==> src/rtl/ccm_pkg.sv <==
// Shared widths, timing constants and FSM state encoding for the CCM counter scheduler.
package ccm_pkg;
  localparam int DEF_WIDTH_NONCE = 100;
  localparam int DEF_WIDTH_FLAG  = 8;
  localparam int DEF_WIDTH_COUNT = 20;
  localparam int DEF_WIDTH_LEN   = 16;
  localparam int DEF_TIMEOUT     = 64;
  localparam int DEF_WIDTH_KEY   = DEF_WIDTH_NONCE + DEF_WIDTH_FLAG + DEF_WIDTH_COUNT;

  // cycles spent in GAP so the core's done-delay counter returns to 0
  localparam int GAP_CYCLES = 2;

  typedef enum logic [2:0] {
    S_IDLE  = 3'd0,
    S_CLR   = 3'd1,
    S_ISSUE = 3'd2,
    S_WAIT  = 3'd3,
    S_GAP   = 3'd4,
    S_XFER  = 3'd5,
    S_ERR   = 3'd6
  } state_e;
endpackage

==> src/rtl/ccm_ctr_xor_stage.sv <==
// Keystream holding register plus zero-latency XOR on the payload valid/ready stream.
module ccm_ctr_xor_stage #(
  parameter int WIDTH_KEY = 128
) (
  input  logic                 clk,
  input  logic                 reset,
  input  logic                 ld_i,
  input  logic [WIDTH_KEY-1:0] ks_i,
  input  logic                 xfer_i,
  input  logic                 din_valid_i,
  input  logic [WIDTH_KEY-1:0] din_data_i,
  output logic                 din_ready_o,
  output logic                 dout_valid_o,
  input  logic                 dout_ready_i,
  output logic [WIDTH_KEY-1:0] dout_data_o
);
  logic [WIDTH_KEY-1:0] ks_q;

  // hold the most recent payload keystream block until the next one lands
  always_ff @(posedge clk) begin
    if (!reset)    ks_q <= '0;
    else if (ld_i) ks_q <= ks_i;
  end

  // stream is only open while the scheduler is in its transfer state
  assign dout_valid_o = xfer_i & din_valid_i;
  assign din_ready_o  = xfer_i & dout_ready_i;
  assign dout_data_o  = xfer_i ? (din_data_i ^ ks_q) : '0;
endmodule

==> src/rtl/ccm_ctr_sched.sv <==
// Message-level scheduler: clears the CTR core, fetches S0, then keystream blocks 1..N.
module ccm_ctr_sched
  import ccm_pkg::*;
#(
  parameter int WIDTH_NONCE = DEF_WIDTH_NONCE,
  parameter int WIDTH_FLAG  = DEF_WIDTH_FLAG,
  parameter int WIDTH_COUNT = DEF_WIDTH_COUNT,
  parameter int WIDTH_LEN   = DEF_WIDTH_LEN,
  parameter int TIMEOUT     = DEF_TIMEOUT,
  localparam int WIDTH_KEY  = WIDTH_NONCE + WIDTH_FLAG + WIDTH_COUNT
) (
  input  logic                   clk,
  input  logic                   reset,
  input  logic                   cfg_valid,
  output logic                   cfg_ready,
  input  logic [WIDTH_NONCE-1:0] cfg_nonce,
  input  logic [WIDTH_FLAG-1:0]  cfg_flag,
  input  logic [WIDTH_LEN-1:0]   cfg_num_blk,
  output logic                   core_clr,
  output logic                   core_req,
  output logic [WIDTH_NONCE-1:0] core_nonce,
  output logic [WIDTH_FLAG-1:0]  core_flag,
  input  logic                   core_done,
  input  logic [WIDTH_KEY-1:0]   core_data,
  input  logic                   din_valid,
  output logic                   din_ready,
  input  logic [WIDTH_KEY-1:0]   din_data,
  output logic                   dout_valid,
  input  logic                   dout_ready,
  output logic [WIDTH_KEY-1:0]   dout_data,
  output logic                   dout_last,
  output logic [WIDTH_KEY-1:0]   s0_data,
  output logic                   s0_valid,
  output logic                   busy,
  output logic                   err_timeout
);
  localparam int TW = $clog2(TIMEOUT + 1);

  state_e                 state_q;
  logic [WIDTH_LEN-1:0]   blk_q, num_q;
  logic [TW-1:0]          timer_q;
  logic [1:0]             gap_q;
  logic [WIDTH_NONCE-1:0] nonce_q;
  logic [WIDTH_FLAG-1:0]  flag_q;
  logic [WIDTH_KEY-1:0]   s0_q;
  logic                   s0_valid_q, err_q, clr_q, req_q, cfg_ready_q, busy_q;
  logic                   xfer, ks_ld, fire;

  assign xfer  = (state_q == S_XFER);
  assign ks_ld = (state_q == S_WAIT) & core_done & (blk_q != '0);
  assign fire  = dout_valid & dout_ready;

  ccm_ctr_xor_stage #(.WIDTH_KEY(WIDTH_KEY)) u_xor (
    .clk          (clk),
    .reset        (reset),
    .ld_i         (ks_ld),
    .ks_i         (core_data),
    .xfer_i       (xfer),
    .din_valid_i  (din_valid),
    .din_data_i   (din_data),
    .din_ready_o  (din_ready),
    .dout_valid_o (dout_valid),
    .dout_ready_i (dout_ready),
    .dout_data_o  (dout_data)
  );

  // message FSM; every control output is registered alongside the state it belongs to
  always_ff @(posedge clk) begin
    if (!reset) begin
      state_q     <= S_IDLE;
      cfg_ready_q <= 1'b1;
      busy_q      <= 1'b0;
      clr_q       <= 1'b0;
      req_q       <= 1'b0;
      s0_valid_q  <= 1'b0;
      err_q       <= 1'b0;
      s0_q        <= '0;
      nonce_q     <= '0;
      flag_q      <= '0;
      num_q       <= '0;
      blk_q       <= '0;
      timer_q     <= '0;
      gap_q       <= '0;
    end else begin
      clr_q <= 1'b0;
      req_q <= 1'b0;
      case (state_q)
        S_IDLE: if (cfg_valid) begin
          nonce_q     <= cfg_nonce;
          flag_q      <= cfg_flag;
          num_q       <= cfg_num_blk;
          blk_q       <= '0;
          s0_valid_q  <= 1'b0;
          err_q       <= 1'b0;
          cfg_ready_q <= 1'b0;
          busy_q      <= 1'b1;
          clr_q       <= 1'b1;
          state_q     <= S_CLR;
        end
        S_CLR: begin
          req_q   <= 1'b1;
          state_q <= S_ISSUE;
        end
        S_ISSUE: begin
          timer_q <= '0;
          state_q <= S_WAIT;
        end
        S_WAIT: begin
          if (core_done) begin
            if (blk_q == '0) begin
              s0_q       <= core_data;
              s0_valid_q <= 1'b1;
            end
            gap_q   <= '0;
            state_q <= S_GAP;
          end else if (timer_q == TW'(TIMEOUT - 1)) begin
            state_q <= S_ERR;
          end else begin
            timer_q <= timer_q + 1'b1;
          end
        end
        S_GAP: begin
          if (gap_q == 2'(GAP_CYCLES - 1)) begin
            if (blk_q != '0) begin
              state_q <= S_XFER;
            end else if (num_q == '0) begin
              cfg_ready_q <= 1'b1;
              busy_q      <= 1'b0;
              state_q     <= S_IDLE;
            end else begin
              blk_q   <= WIDTH_LEN'(1);
              req_q   <= 1'b1;
              state_q <= S_ISSUE;
            end
          end else begin
            gap_q <= gap_q + 1'b1;
          end
        end
        S_XFER: if (fire) begin
          if (blk_q == num_q) begin
            cfg_ready_q <= 1'b1;
            busy_q      <= 1'b0;
            state_q     <= S_IDLE;
          end else begin
            blk_q   <= blk_q + 1'b1;
            req_q   <= 1'b1;
            state_q <= S_ISSUE;
          end
        end
        S_ERR: begin
          err_q       <= 1'b1;
          cfg_ready_q <= 1'b1;
          busy_q      <= 1'b0;
          state_q     <= S_IDLE;
        end
        default: begin
          cfg_ready_q <= 1'b1;
          busy_q      <= 1'b0;
          state_q     <= S_IDLE;
        end
      endcase
    end
  end

  assign cfg_ready   = cfg_ready_q;
  assign busy        = busy_q;
  assign core_clr    = clr_q;
  assign core_req    = req_q;
  assign core_nonce  = nonce_q;
  assign core_flag   = flag_q;
  assign s0_data     = s0_q;
  assign s0_valid    = s0_valid_q;
  assign err_timeout = err_q;
  assign dout_last   = xfer & (blk_q == num_q);
endmodule

==> config.mk <==
export PLATFORM = sky130hd
export DESIGN_NAME = ccm_ctr_sched
export DESIGN_NICKNAME = d
export VERILOG_FILES = /design/src/rtl/ccm_pkg.sv /design/src/rtl/ccm_ctr_xor_stage.sv /design/src/rtl/ccm_ctr_sched.sv
export SDC_FILE = /design/constraint.sdc
export NUM_CORES = 1
export LEC_CHECK = 0
export CAP_MARGIN = 5
export CORE_AREA = 2 2 297 299
export DETAILED_ROUTE_END_ITERATION = 6
export DIE_AREA = 0 0 299 301
export PLACE_DENSITY_LB_ADDON = 0.05
export SLEW_MARGIN = 20
export SYNTH_ARGS = -nofsm -noshare
export SYNTH_HDL_FRONTEND = slang
export SYNTH_SLANG_ARGS = --single-unit
==> constraint.sdc <==
create_clock -name clk -period 2.6 [get_ports clk]
set_clock_uncertainty 0.2 [all_clocks]
set_input_delay 0.39 -clock clk [delete_from_list [all_inputs] [get_ports clk]]
set_output_delay 0.39 -clock clk [all_outputs]
set_load 0.01 [all_outputs]
==> results of run 1 <==
## critical path, cell delays in order, from the launching register on
cell     delay [ps]
dfxtp_2         440
xor2_1          110
nor4_2          270
nand4_2         220
nor2_4          170
buf_6           120
## power breakdown
group | internal (mW) | switching (mW) | leakage (nW)
combinational | 2.82 | 3.11 | 6.04
clock | 4.03 | 2.87 | 0.783
sequential | 6.95 | 0.346 | 3.36
total | 13.8 | 6.32 | 10.2
## area by class of cell
class                      count  share of cell area (%)
timing repair buffer         840                    29.1
multi-input combinational   1604                    31.0
clock buffer                  83                    5.42
inverter                       5                  0.0658
tap                         1155                    5.06
clock inverter                 6                   0.158
antenna                        6                  0.0526
sequential                   414                    29.1
## registers in the layout (all words and copies together) (netlist names)
register and flops:
gap_q 2, core_clr 1, core_nonce 100, err_timeout 1, core_flag 8, core_req 1, s0_data 128, blk_q 16
num_q 16, state_q 3, s0_valid 1, u_xor.ks_q 128, busy 1, timer_q 7, cfg_ready 1
## cells by family after synthesis
group	share of synthesized area (%)
AND/OR/NAND/NOR	23.3
AO/OA/AOI/OAI	18.3
flip-flops	46.9
buffers and inverters	3.79
XOR/XNOR	7.29
adder cells (fa/ha/maj)	0.283
multiplexers	0.113
## path summary, 6_finish.rpt
kind / cells past startpoint / end / slack, ps
worst max-delay path: 5 / dout_last / 80
worst min-delay path: 3 / num_q[3] / 140
worst max register to register: 7 / s0_data[33] / 170
worst min register to register: 2 / busy / 260
## synth_stat cells (5+ instances only)
library cell  count
a211o_1           7
a21boi_0        382
a21oi_1           6
and2_1            6
and3_1           12
buf_1            10
buf_2            37
clkbuf_1        105
dfxtp_1         414
inv_1             5
nand2_1         783
nand3_1          14
nand4_1           8
nor2_1          149
nor3_1           17
nor4_1            5
nor4_2            5
o21ai_0           8
xnor2_1         129
xor2_1           18
## metal layers
metal | vias up | wire length (um)
met4 | 10 | 1890
met5 | - | 71
met2 | 426 | 41500
li1 | 8528 | -
met1 | 8026 | 32100
met3 | 115 | 4460
## through the flow
stage                     std cells  setup slack, ps  TNS (ps)
after floorplan                2178              380         0
after global placement         4006             21.9         0
after detailed placement       4006             11.8         0
after CTS                      4104             -252      -252
after global routing           4110            -57.6     -57.6
final                          4113             77.2         0
## timing repair
action / CTS / global route
setup endpoints to repair: 131 / 114
gates cloned: 3 / 3
setup buffers: 5 / 0
pin swaps: 3 / 5
endpoints found under the hold margin: 9 / 0
hold buffers: 1 / 0
gates resized for setup: 210 / 124
==> impl_metrics.tcl, run 1 <==
set metrics [dict create \
    status "finished, final reports clean" \
    slew_headroom_pct 47.4 \
    final_cell_mix "nand2_1, clkdlybuf4s50_1, dfxtp_1, a21boi_0, xnor2_1" \
    clockBufferDepth 3 \
    critPathCaptureType "output port" \
    power_mw 20.1 \
    yosys.area.top_type "dfxtp_1" \
    holdWs_ps 140 \
    cts.sinks 414 \
    slew_violations 0 \
    multi_input_area_mm2 0.00885 \
    area_growth_syn_to_layout_pct 61.6 \
    post_drt_wl_per_cell_um 19.5 \
    core_area_mm2 0.0865 \
    worst_pin_slew_ps 790 \
    grt_usage_pct 16.9 \
    critPathKind "reg -> out" \
    min_from "cfg_num_blk[3]" \
    fmax_mhz 396 \
    first_pass_iters 5 \
    syn_area_mm2 0.0177 \
    seq_area_frac_synth_pct 46.9 \
    place_hpwl_mm 58.8 \
    crit_path_start "blk_q[0]" \
    cts_tree "done" \
    utilization_pct 33.0 \
    postPlaceCellArea_mm2 0.0269 \
    hold_viol_final 0 \
    clk_pin_slew_ps 60 \
    p_leak_nw 10.2 \
    timing.rr.start "blk_q[12]" \
    ant_nets 0 \
    ys_seq_elements 414 \
    die_h_um 301 \
    setup_viol_count_final 0 \
    die_area_mm2 0.0900 \
    vias 17105 \
    via_per_inst 4.16 \
    fin_area_mm2 0.0285 \
    cts_inserted_buffers 52 \
    final_common_cell "nand2_1" \
    ir_drop_mv 0.440 \
    gr-usage-met1_pct 19.1 \
    rsz0062_at_grt "yes" \
    overflow 0 \
    netlist_instances 2178 \
    antenna_found_initial 10 \
    busiest_layer "met2" \
    synth_edf_count 0 \
    synth_top_area_share_pct 46.9 \
    regArea_mm2 0.00830 \
    synthArstFlopShare_pct 0 \
    yosysUniqueCellTypes 55 \
    period_share_pct 97.0 \
    fin_crit_ps 2520 \
    drv_cap 0 \
    synthesis.nets 2568 \
    grt_pass1_wl_mm 115 \
    cts.root.buffer_cell "clkbuf_16" \
    synth_area_leaders "dfxtp_1, nand2_1, a21boi_0" \
    critical_path_required_ps 2010 \
    syn_area_per_cell_um2 8.11 \
    gr-usage-met3_pct 4.03 \
    drt-initial-drc-count 656 \
    routabilityCongestion 0.802 \
    ys.flop_type "dfxtp_1" \
    row_count 108 \
    use_met2_pct 31.3 \
    fillCellCount 9179 \
    fin_nets 3307 \
    powerDensity_mw_per_mm2 705 \
    grt_max_degree 130 \
    drive_gt1_share_pct 9.04 \
    synth_warnings 0 \
    cp.arrival_ps 1930 \
    clk_latency_ps 600 \
    wirelength_mm 80.0 \
    hold_class "in -> reg" \
    grt_pass1_vias 17528 \
    die-width_um 299 \
    io_buffers 758 \
    start_util_pct 20.4 \
    htree_levels 2 \
    io_pins 759 \
    route.detailed.drc 0 \
    crit_fanout 6 \
    cp-start-kind "register" \
]
(Power assumes the default switching activity.)
==> run 2: changes to the inputs <==
--- a/config.mk
+++ b/config.mk
@@ -10,6 +10,7 @@
 export DETAILED_ROUTE_END_ITERATION = 6
 export DIE_AREA = 0 0 299 301
 export PLACE_DENSITY_LB_ADDON = 0.05
+export SETUP_SLACK_MARGIN = 0.1
 export SLEW_MARGIN = 20
 export SYNTH_ARGS = -nofsm -noshare
 export SYNTH_HDL_FRONTEND = slang
==> impl_metrics.tcl, run 2 (synthesis results as in run 1) <==
set metrics [dict create \
    io_pins 759 \
    die_area_mm2 0.0900 \
    antenna_found_initial 11 \
    io_buffers 758 \
    cp.arrival_ps 1930 \
    grt_pass1_vias 17534 \
    final_cell_mix "nand2_1, clkdlybuf4s50_1, dfxtp_1, a21boi_0, xnor2_1" \
    fin_crit_ps 2520 \
    crit_fanout 23 \
    hold_class "in -> reg" \
    htree_levels 2 \
    use_met2_pct 31.5 \
    grt_pass1_wl_mm 115 \
    fin_area_mm2 0.0293 \
    postPlaceCellArea_mm2 0.0269 \
    clk_pin_slew_ps 60 \
    clockBufferDepth 3 \
    start_util_pct 20.4 \
    critical_path_required_ps 2010 \
    cp_cell_sequence "nand3b_1 > buf_12 > buf_16 > nor2_1 > clkdlybuf4s15_2" \
    overflow 0 \
    cp_slowest_stage_delay_ps 310 \
    hold_viol_final 0 \
    fmax_mhz 397 \
    cts.root.buffer_cell "clkbuf_16" \
    cts_tree "done" \
    slew_violations 0 \
    core_area_mm2 0.0865 \
    power_mw 20.5 \
    slew_headroom_pct 48.0 \
    setup_viol_count_final 0 \
    routabilityCongestion 0.802 \
    critPathKind "reg -> out" \
    rsz0062_at_grt "yes" \
    area_growth_syn_to_layout_pct 66.0 \
    fin_nets 3319 \
    critPathCaptureType "output port" \
    pre_cts_ws_ps 11.8 \
    status "finished, final reports clean" \
    busiest_layer "met2" \
    vias 17214 \
    cp-start-kind "register" \
    die_h_um 301 \
    post_drt_wl_per_cell_um 19.7 \
    place_hpwl_mm 58.8 \
    final_common_cell "nand2_1" \
    cts_inserted_buffers 52 \
    cts.sinks 414 \
    gr-usage-met1_pct 19.2 \
    powerDensity_mw_per_mm2 700 \
    clk_latency_ps 600 \
    fin_ws_ps 81.9 \
    drv_cap 0 \
    drive_gt1_share_pct 14.1 \
    route.detailed.drc 0 \
    ant_nets 0 \
    slowest_stage "dfxtp_2" \
    gr-usage-met3_pct 4.00 \
    wirelength_mm 81.1 \
    utilization_pct 33.9 \
    worst_pin_slew_ps 780 \
    die-width_um 299 \
    grt_max_degree 130 \
    period_share_pct 96.9 \
    row_count 108 \
    drt-initial-drc-count 692 \
    p_leak_nw 10.3 \
    grt_usage_pct 16.9 \
    first_pass_iters 5 \
    via_per_inst 4.17 \
    ir_drop_mv 0.439 \
]
==> run 2: changes by cell type in the layout (fill, tap and decap cells not counted), sizes merged <==
cell	change
buf	+106
dlygate4sd2	-52
clkbuf	-29
clkdlybuf4s15	-12
bufbuf	-1
diode	-1
==> run 2: worst max-delay path: cells and delay by family, from the launching register on <==
family / cells / cell delay [ps]
buf+inv: 3 / 600
simple gates: 2 / 360
flops: 1 / 310
==> run 2: final cells by class <==
class	count	area (um^2)
timing repair buffer	852	8600
clock buffer	83	1550
inverter	5	18.8
antenna	5	12.5
fill	9101	57200
sequential	414	8300
tap	1155	1450
clock inverter	6	45.0
multi-input combinational	1604	9340
==> run 2: through the flow <==
stage                     TNS, ps  hold WS (ps)  instances
after detailed placement        0           253       4006
after global routing        -58.2           123       4122
after CTS                    -208          92.9       4105
after floorplan                 0           256       2178
final                           0           141       4124
after global placement          0           249       4006
==> run 2: worst paths after layout <==
check	endpoint	depth (start not counted)	startpoint	slack, ps
max reg2reg	u_xor.ks_q[88]	10	blk_q[0]	280
min	num_q[3]	3	cfg_num_blk[3]	140
min reg2reg	busy	2	busy	260
max	dout_data[61]	5	state_q[1]	80
==> run 2: timing repair <==
item,CTS,global route
pin swaps,4,54
gates cloned,4,8
hold buffers,1,0
buffers inserted,5,6
hold endpoints to repair,9,0
gates resized for setup,472,281
setup endpoints to repair,153,299
==> run 2: routing by layer <==
metal  part of all wire [%]  vias to the layer above
met5                  0.097                        -
met4                    2.4                       12
met3                    5.7                      113
met2                     52                      430
met1                     40                     8093
li1                       -                     8566
==> run 2: report_power, final <==
part,switching [mW],internal [mW],total [mW]
sequential,0.347,6.96,7.30
clock,2.87,4.03,6.90
combinational,3.30,3.02,6.32
total,6.52,14.0,20.5
==> run 3: changes to the inputs <==
--- a/config.mk
+++ b/config.mk
@@ -10,6 +10,7 @@
 export DETAILED_ROUTE_END_ITERATION = 6
 export DIE_AREA = 0 0 299 301
 export PLACE_DENSITY_LB_ADDON = 0.05
+export REMOVE_ABC_BUFFERS = 1
 export SETUP_SLACK_MARGIN = 0.1
 export SLEW_MARGIN = 20
 export SYNTH_ARGS = -nofsm -noshare
==> impl_metrics.tcl, run 3 (synthesis results as in run 1) <==
set metrics [dict create \
    status "finished, final reports clean" \
    drive_gt1_share_pct 12.5 \
    die-width_um 299 \
    critPathCaptureType "output port" \
    drv_cap 0 \
    grt_pass1_wl_mm 118 \
    utilization_pct 33.4 \
    slew_headroom_pct 66.4 \
    clockBufferDepth 3 \
    fmax_mhz 398 \
    final_cell_mix "nand2_1, clkdlybuf4s50_1, dfxtp_1, a21boi_0, xnor2_1" \
    vias 17249 \
    period_share_pct 96.7 \
    cts.sinks 414 \
    setup_viol_count_final 0 \
    cp-start-kind "register" \
    die_h_um 301 \
    power_mw 20.7 \
    grt_usage_pct 17.5 \
    clk_latency_ps 580 \
    route.detailed.drc 0 \
    fin_area_mm2 0.0289 \
    start_util_pct 20.4 \
    io_buffers 758 \
    crit_fanout 7 \
    first_pass_iters 4 \
    antenna_found_initial 14 \
    post_drt_wl_per_cell_um 20.1 \
    critPathKind "reg -> out" \
    grt_pass1_vias 17627 \
    pre_cts_ws_ps 1.39 \
    wirelength_mm 83.0 \
    via_per_inst 4.18 \
    grt_max_degree 79 \
    fin_crit_ps 2510 \
    ant_nets 0 \
    drt-initial-drc-count 663 \
    regArea_mm2 0.00831 \
    multi_input_area_mm2 0.00896 \
    row_count 108 \
    slew_violations 0 \
    powerDensity_mw_per_mm2 717 \
    postPlaceCellArea_mm2 0.0269 \
    cts_tree "done" \
    fin_nets 3321 \
    clk_pin_slew_ps 50 \
    critical_path_required_ps 2010 \
    core_area_mm2 0.0865 \
    fillCellCount 9133 \
    fin_ws_ps 86.7 \
    hold_class "in -> reg" \
    area_growth_syn_to_layout_pct 63.4 \
    htree_levels 2 \
    ir_drop_mv 0.423 \
    hold_viol_final 0 \
    cts_inserted_buffers 53 \
    cp.arrival_ps 1920 \
    overflow 0 \
    final_common_cell "nand2_1" \
    place_hpwl_mm 60.0 \
    cts.root.buffer_cell "clkbuf_16" \
    io_pins 759 \
    die_area_mm2 0.0900 \
    routabilityCongestion 0.802 \
    rsz0062_at_grt "yes" \
    worst_pin_slew_ps 501 \
    p_leak_nw 10.3 \
]
## run 3: changes by cell type in the layout (fill, tap and decap cells not counted), sizes merged
cell / before / now
and2: 7 / 8
buf: 202 / 213
bufbuf: 0 / 1
clkbuf: 98 / 87
clkdlybuf4s15: 7 / 1
clkinv: 5 / 6
clkinvlp: 0 / 1
diode: 5 / 6
dlygate4sd2: 1 / 2
inv: 6 / 5
## run 3: critical path, stage by stage (launching register included)
cell	delay, ps
dfxtp_2	320
nand3b_1	190
buf_6	190
buf_16	170
buf_16	180
nor2_1	110
buf_2	140
## run 3: path summary, 6_finish.rpt
path	depth (start not counted)	slack, ps	start	to
max reg2reg	9	160	state_q[1]	blk_q[7]
max	6	90	state_q[1]	dout_data[69]
min	3	160	cfg_nonce[37]	core_nonce[37]
min reg2reg	2	250	busy	busy
## run 3: final cells by class
class                      count  share of cell area, %
clock buffer                  79                   5.52
timing repair buffer         852                   29.4
antenna                        6                 0.0520
inverter                       5                 0.0650
multi-input combinational   1605                   31.0
clock inverter                 7                  0.130
sequential                   414                   28.8
tap                         1155                   5.01
## run 3: per-layer routing
layer / global-route usage [%] / part of all wire (%) / up-vias
met5: 0 / 0.14 / -
met4: 5.58 / 3.0 / 18
met3: 6.08 / 7.7 / 126
met2: 31.0 / 50 / 514
met1: 19.5 / 39 / 8018
li1: - / - / 8573
## run 3: stage by stage
| step | setup TNS (ps) | hold slack [ps] | cells |
|---|---|---|---|
| 3_5_place_dp | 0 | 249 | 4002 |
| 3_3_place_gp | -16.3 | 250 | 4002 |
| 4_1_cts | -18.5 | 117 | 4105 |
| 2_1_floorplan | -1069730 | 252 | 2023 |
| 5_1_grt | -125 | 142 | 4120 |
| 6_report | 0 | 158 | 4123 |
## run 3: timing repair
action / CTS / global route
gates cloned: 9 / 9
gates resized for setup: 572 / 50
endpoints found under the hold margin: 28 / 0
pin swaps: 4 / 16
hold buffers: 1 / 0
buffers inserted: 8 / 3
setup endpoints to repair: 131 / 213
## run 3: power breakdown
group          leakage [nW]  internal (mW)  switching [mW]
logic                  6.18           3.02            3.31
clock network         0.810           4.16            2.89
registers              3.36           6.95           0.358
